**src/rtl/div_seq_ctrl.sv**
```systemverilog
// div_seq_ctrl: operand issue / result capture controller around a pipelined
// sign-magnitude divider. It accepts one operand pair at a time and screens
// divide-by-zero and overflow before issue. It holds the operands on the divider
// for LAT cycles, then applies signs to the returned magnitudes.
//
//   state | meaning
//   ------+----------------------------------------------------------------
//   IDLE  | ready for a new operand pair (in_ready high)
//   RUN   | operands held on divider, counter running down to capture
//   DONE  | result/error held on outputs until consumer handshake
module div_seq_ctrl #(
    parameter int WIDTH = 8,
    parameter int LAT   = 30
) (
    input  logic             clk,
    input  logic             rst,
    input  logic             in_valid,
    output logic             in_ready,
    input  logic [WIDTH:0]   in_dividend,
    input  logic [WIDTH:0]   in_divisor,
    output logic [WIDTH:0]   div_dividend,
    output logic [WIDTH:0]   div_divisor,
    input  logic [WIDTH:0]   div_result,
    input  logic [WIDTH:0]   div_remainder,
    output logic             out_valid,
    input  logic             out_ready,
    output logic [WIDTH:0]   out_quotient,
    output logic [WIDTH:0]   out_remainder,
    output logic [1:0]       out_err
);

    localparam int CW = $clog2(LAT + 1);
    localparam logic [CW-1:0] COUNT_START = CW'(LAT - 1);

    localparam logic [1:0] IDLE = 2'd0;
    localparam logic [1:0] RUN  = 2'd1;
    localparam logic [1:0] DONE = 2'd2;

    logic [1:0]    state;
    logic [CW-1:0] count;
    logic          accept;
    logic          dz;
    logic          ov;
    logic          capture;
    logic          unused_sign;

    // The divider only returns magnitudes; its sign bits carry no information.
    assign unused_sign = ^{div_result[WIDTH], div_remainder[WIDTH]};

    assign in_ready  = (state == IDLE);
    assign out_valid = (state == DONE);
    assign accept    = in_valid && (state == IDLE);
    assign capture   = (state == RUN) && (count == '0);

    // Error screening on magnitudes only, so -0 divisor also counts as zero.
    assign dz = (in_divisor[WIDTH-1:0] == '0);
    assign ov = !dz && (in_dividend[WIDTH-1:0] >= in_divisor[WIDTH-1:0]);

    // State sequencing and the issue-to-capture down-counter.
    always_ff @(posedge clk or posedge rst) begin
        if (rst) begin
            state <= IDLE;
            count <= '0;
        end else begin
            case (state)
                IDLE: begin
                    if (accept) begin
                        if (dz || ov) begin
                            state <= DONE;
                        end else begin
                            state <= RUN;
                            count <= COUNT_START;
                        end
                    end
                end
                RUN: begin
                    if (count != '0) begin
                        count <= count - 1'b1;
                    end else begin
                        state <= DONE;
                    end
                end
                DONE: begin
                    if (out_ready) begin
                        state <= IDLE;
                    end
                end
                default: begin
                    state <= IDLE;
                    count <= '0;
                end
            endcase
        end
    end

    // Operand registers feeding the divider; held for the whole RUN interval.
    always_ff @(posedge clk or posedge rst) begin
        if (rst) begin
            div_dividend <= '0;
            div_divisor  <= '0;
        end else if (accept) begin
            div_dividend <= in_dividend;
            div_divisor  <= in_divisor;
        end
    end

    // Result registers: error flags at accept, signed magnitudes at capture.
    always_ff @(posedge clk or posedge rst) begin
        if (rst) begin
            out_quotient  <= '0;
            out_remainder <= '0;
            out_err       <= 2'b00;
        end else if (accept) begin
            out_quotient  <= '0;
            out_remainder <= '0;
            out_err       <= {ov, dz};
        end else if (capture) begin
            // Zero magnitudes keep their computed sign; no -0 normalisation.
            out_quotient  <= {div_dividend[WIDTH] ^ div_divisor[WIDTH], div_result[WIDTH-1:0]};
            out_remainder <= {div_dividend[WIDTH], div_remainder[WIDTH-1:0]};
        end
    end

endmodule

```
**config.mk**
```make
export PLATFORM = sky130hd
export DESIGN_NAME = div_seq_ctrl
export DESIGN_NICKNAME = d
export VERILOG_FILES = /design/src/rtl/div_seq_ctrl.sv
export SDC_FILE = /design/constraint.sdc
export NUM_CORES = 1
export LEC_CHECK = 0
export BUFFER_PORTS_ARGS = -buffer_cell sky130_fd_sc_hd__buf_4
export CORE_MARGIN = 3
export CORE_UTILIZATION = 49
export CTS_BUF_LIST = sky130_fd_sc_hd__clkbuf_16
export DETAILED_ROUTE_END_ITERATION = 6
export PLACE_DENSITY = 0.77
export RECOVER_POWER = 25
export SLEW_MARGIN = 20
export SYNTH_ARGS = -nofsm -noshare
export SYNTH_HDL_FRONTEND = slang
export SYNTH_SLANG_ARGS = --single-unit
```
**constraint.sdc**
```tcl
create_clock -name clk -period 2.25 [get_ports clk]
set_clock_uncertainty 0.1 [all_clocks]
set_input_delay 0.3375 -clock clk [delete_from_list [all_inputs] [get_ports clk]]
set_output_delay 0.3375 -clock clk [all_outputs]
set_load 0.005 [all_outputs]
```
After elaboration in Yosys (flattened, before gate mapping)
Cells that the tools add are included. Widths: inputs -> output; s select.

Register bits after elaboration: 45.

Bitwise operators: 2. Equality and inequality tests: 7. Reduce and logical (&&, ||, !) cells: 12. Add/sub/neg operators: 1. Mux-type cells: 13. Order comparisons: 1.

Operators by type and width (number): $mux 9 (4); $mux 5 (3); $pmux 5 s3 (1); $ge 8x8->1 (1); $logic_not 8->1 (1); $mux 2 (4); $ne 2x1->1 const B (3); $pmux 2 s3 (1); $logic_not 5->1 (1); $reduce_bool 5->1 (1); $sub 5x1->5 const B (1); $ne 2x2->1 const B (2); $reduce_and 4->1 (1); $logic_and 1x1->1 (3); $reduce_and 3->1 (1); $eq 2x1->1 const B (1); $eq 2x2->1 const B (1); $logic_not 2->1 (1); $reduce_bool 2->1 (1); $logic_not 1->1 (1); $logic_or 1x1->1 (1); $not 1->1 (1); $xor 1x1->1 (1).

Longest topological paths before layout
Word-level depth: 7. Mapped depth: 8.

Least setup slack after synthesis
OpenSTA, ideal clock, no wires.

Path type: reg-to-reg. Start point: register count[1]. End point: register count[2]. Arrival: 1646 ps. Stages on the path, launching flop included: 8. Clock period less this slack: 1899 ps. Setup slack: 351 ps. Cell sequence: dfrtp_1 > inv_1 > ha_1 > or4b_1 > buf_2 > and4_1 > nor3_1 > a311oi_1.

Longest elaborated chain between the ends: 3. Elaborated cells between the ends (all ways): 6. Classes of those cells: 1 x add/sub; 1 x eq/ne; 2 x mux; 2 x reduce/logical.

RTL lines: start: declaration (line 40) `logic [CW-1:0] count;`; start signal: assignment (line 78) `count <= count - 1'b1;`; $sub 5x1->5 or $reduce_bool 5->1 (tied branches) (line 78, 77); $mux 5 or $ne 2x1->1 (tied branches); $pmux 5 s3 or $reduce_and 4->1 (tied branches).

Several ways; a longest one is shown, not always the timed one. The select of a mux whose other input is x is not followed. A chain may end at the register's enable or synchronous reset.

Worst setup path in the final report
Start point: register count[1]. End point: register out_remainder[1].

Longest elaborated chain between the ends: 3.

RTL lines: $logic_not 5->1 (line 53) `assign capture = (state == RUN) && (count == '0);`; $logic_and 1x1->1 (line 53); $reduce_bool 2->1 (no source line); end signal: assignment (line 120) `out_remainder <= {div_dividend[WIDTH], div_remainder[WIDTH-1:0]};`; end: declaration (line 28) `output logic [WIDTH:0] out_remainder,`.

No other way between the ends.

==> impl_results.md <==
- Fmax: 0.503 GHz
- Ys async rst share: 100%
- Hpwl dp: 3890 µm
- Critical Path RT: 2.30 ns
- Number of synthesized flops with an enable pin: 0
- Post-synthesis simple-gate area fraction: 21.2%
- CTS HTree Levels: 2
- Seq pwr share: 40.4%
- CP peak stage delay: 0.55 ns
- Clock Path Buffers: 2
- Vias: 1930
- # diodes: 0
- Initial antenna violation count: 0
- Worst slew pin tran: 0.565 ns
- CTS Buf Count: 5
- Syn Nets: 289
- GRT overflow: 0
- Die area: 5270 µm²
- R2r setup slk: 0.26 ns
- Die Y: 72.6 µm
- Post-synthesis register bit count: 45
- R2r endpoint: out_remainder[1]$_DFFE_PP0P_
- Clock transition at path regs: 0.06 ns
- Fin nets: 369
- Vias in the first global route: 1918
- Max capacitance violation total: 0
- Num rows: 23
- Power share of the clock group: 24.6%
- Die width: 72.6 µm
- Largest family of logic cells by synthesized area: simple AND/OR/NAND/NOR gates
- Crit Reg-Reg Startpoint: count[1]$_DFFE_PP0P_
- First-pass GRT wire length: 8730 µm
- Final WL: 5140 µm
- Post-DP Area: 2810 µm²
- Post-Synth Adder-Cell Area: 5.18%
- Synthesized area per cell: 9.06 µm²
- Power Internal: 2.19 mW
- Sw Ratio: 32.8%
- Mux cell area share after synthesis: 1.38%
- Crit Path Class: register to register
- Core area: 4140 µm²
- Setup_tns: 0 ns
- CTS Sinks: 45
- Main flop type after synthesis: dfrtp_1
- Worst Path Max Fanout: 32
- Critical-path cell list: inv_1 > ha_1 > or4b_4 > nor2_8 > buf_12 > o21ai_0
- Critical path endpoint: out_remainder[1]$_DFFE_PP0P_
- Drt first pass iters: 5
- R2R depth: 6
- DRT antenna net count: 0
- PD cells: 1100 nW/µm²
- Ports: 80
- DRT iter0 DRCs: 83
- Syn Inst Count: 240
- Seq/Total Area, Yosys: 51.8%
- Combinational Power Share: 35.1%
- Worst-Skew Late Latency: 0.28 ns
- Post-CTS Repair Setup Buffers: 0
- Fin crit share: 88.4%
- Slew Limit Fails: 0
- Synth area leaders: dfrtp_1 (52%), nand2_1 (14%), o21ai_0 (6.4%)
- Count of cell types in the netlist: 40
- Layout fillers: 339
- Slew margin rel.: 62.1%
- Minimum clock period: 1.99 ns
- Psw: 1.07 mW
- Leak Pwr: 1.53 nW
- Share of layout cells above drive strength 1: 28.4%
- Status: finished, final reports clean
- Critical Path AT: 2.04 ns
- Cell with the most instances after synthesis: nand2_1
- Root buf cell: clkbuf_16
- Layout area overhead: 36.8%
- Post-synth top area share: 51.8%
- GP Congestion: 0.887
- Initial Util: 52.4%
- Post-synthesis cell area: 2170 µm²
- CP Launch Type: register
- Largest net degree at the start of global routing: 46
- Routed vias/inst: 5.22
- Port Buf Inserts: 77
- GRT Total Usage: 21.2%
- Cell taking the most area after synthesis: dfrtp_1
- Synth warn: 0
- Final setup vio count: 0
- DRC: 0
- Synth top cells by count: nand2_1 (80), dfrtp_1 (45), o21ai_0 (28)
- Hold crit path type: input port to register
- VDD IR max: 0.000726 V
- Fin area: 2970 µm²
- Wire per inst: 13.9 µm
- RSZ-0062 raised after global routing: false
- CTS tree: built
- Slowest cell on the critical path: or4b_4
- Xor/xnor share of the synthesized area: 0.403%
- Compound-Gate Fraction of Synth Area: 14.1%
- Crit path from: count[1]$_DFFE_PP0P_
- Crit. End Element: register
- Final-report hold violation count: 0
## cell type report
cell class | count | area, µm² | share of cell area [%]
multi-input cells | 167 | 923 | 31.0
inverters | 16 | 60.1 | 2.02
clock inverters | 2 | 35.0 | 1.18
clock buffers | 5 | 125 | 4.21
repair buffers | 85 | 642 | 21.6
well taps | 50 | 62.6 | 2.10
flip-flops and latches | 45 | 1130 | 37.9
## layer usage
layer  up-vias  track usage [%]  wire, µm
met3         7             5.10       458
met1       883             25.9      2250
met4         0             8.40        78
met2        79             36.1      2350
li1        961                -         -
met5         -                0         0
## logic make-up after synthesis
logic type | after synthesis
adders and majority gates | 9
xor gates and xnor gates | 1
buffers and inverters | 28
and+or+nand+nor | 104
DFF | 45
muxes | 3
AOI/OAI and AO/OA | 50
## power by group through the flow
stage	combinational (mW)	sequential, mW	clock (mW)
global route	1.30	1.36	0.846
floorplan	0.621	1.29	0
detailed placement	1.17	1.32	0
CTS	1.18	1.31	0.819
finish	1.14	1.32	0.801
global placement	1.13	1.32	0
## critical path, delay by kind of cell, from the launching register on
| family | cells | cell delay (ns) |
|---|---|---|
| AO/OA/AOI/OAI | 1 | 0.12 |
| adder cells (fa/ha/maj) | 1 | 0.22 |
| buffers and inverters | 2 | 0.28 |
| flip-flops | 1 | 0.43 |
| AND/OR/NAND/NOR | 2 | 0.72 |
## repair_timing
item,in CTS,in global routing
setup endpoints to repair,0,1
hold buffers,1,0
hold endpoints to repair,14,0
gates resized for setup,0,1
## registers in the layout, summed over array words and instances (netlist names)
register / flops
div_dividend: 9
div_divisor: 9
out_quotient: 9
out_remainder: 9
count: 5
out_err: 2
state: 2
## stage by stage
stage	total power, mW	instances	worst slack, ns	utilization [%]	hold slack (ns)
after floorplan	1.91	240	0.351	-	0.343
after global placement	2.45	362	0.216	67.8	0.255
after detailed placement	2.49	362	0.160	67.8	0.257
after CTS	3.31	370	0.146	72.0	0.140
after global routing	3.50	370	0.113	71.8	0.160
final	3.26	370	0.261	71.8	0.150
## worst min-delay path by stage
stage | start | to | slack, ns | cells after the start
4_1_cts | in_divisor[8] | div_divisor[8]$_DFFE_PP0P_ | 0.14 | 3
3_5_place_dp | rst | div_dividend[8]$_DFFE_PP0P_ | 0.26 | 2
3_3_place_gp | rst | div_divisor[8]$_DFFE_PP0P_ | 0.25 | 2
5_1_grt | in_dividend[8] | div_dividend[8]$_DFFE_PP0P_ | 0.16 | 3
2_1_floorplan | in_dividend[1] | div_dividend[1]$_DFFE_PP0P_ | 0.34 | 2
6_report | in_divisor[8] | div_divisor[8]$_DFFE_PP0P_ | 0.15 | 3
## placed cells by master, fill, tap and decap left out, types with 2 or more instances in the layout
| cell type | count |
|---|---|
| o21ai_1 | 3 |
| nand2b_1 | 2 |
| mux2i_1 | 3 |
| nor2_1 | 2 |
| o21ai_0 | 28 |
| clkbuf_4 | 16 |
| nand2_1 | 80 |
| dfrtp_1 | 45 |
| a2bb2oi_1 | 3 |
| a21oi_1 | 2 |
| inv_1 | 15 |
| clkbuf_16 | 5 |
| nor3_1 | 2 |
| buf_4 | 64 |
| nor2b_1 | 3 |
| ha_1 | 9 |
| nor4_1 | 4 |
| clkbuf_1 | 3 |
| and2_1 | 2 |
| nand3_1 | 4 |
No activity file was read; power rests on OpenSTA's default activity.
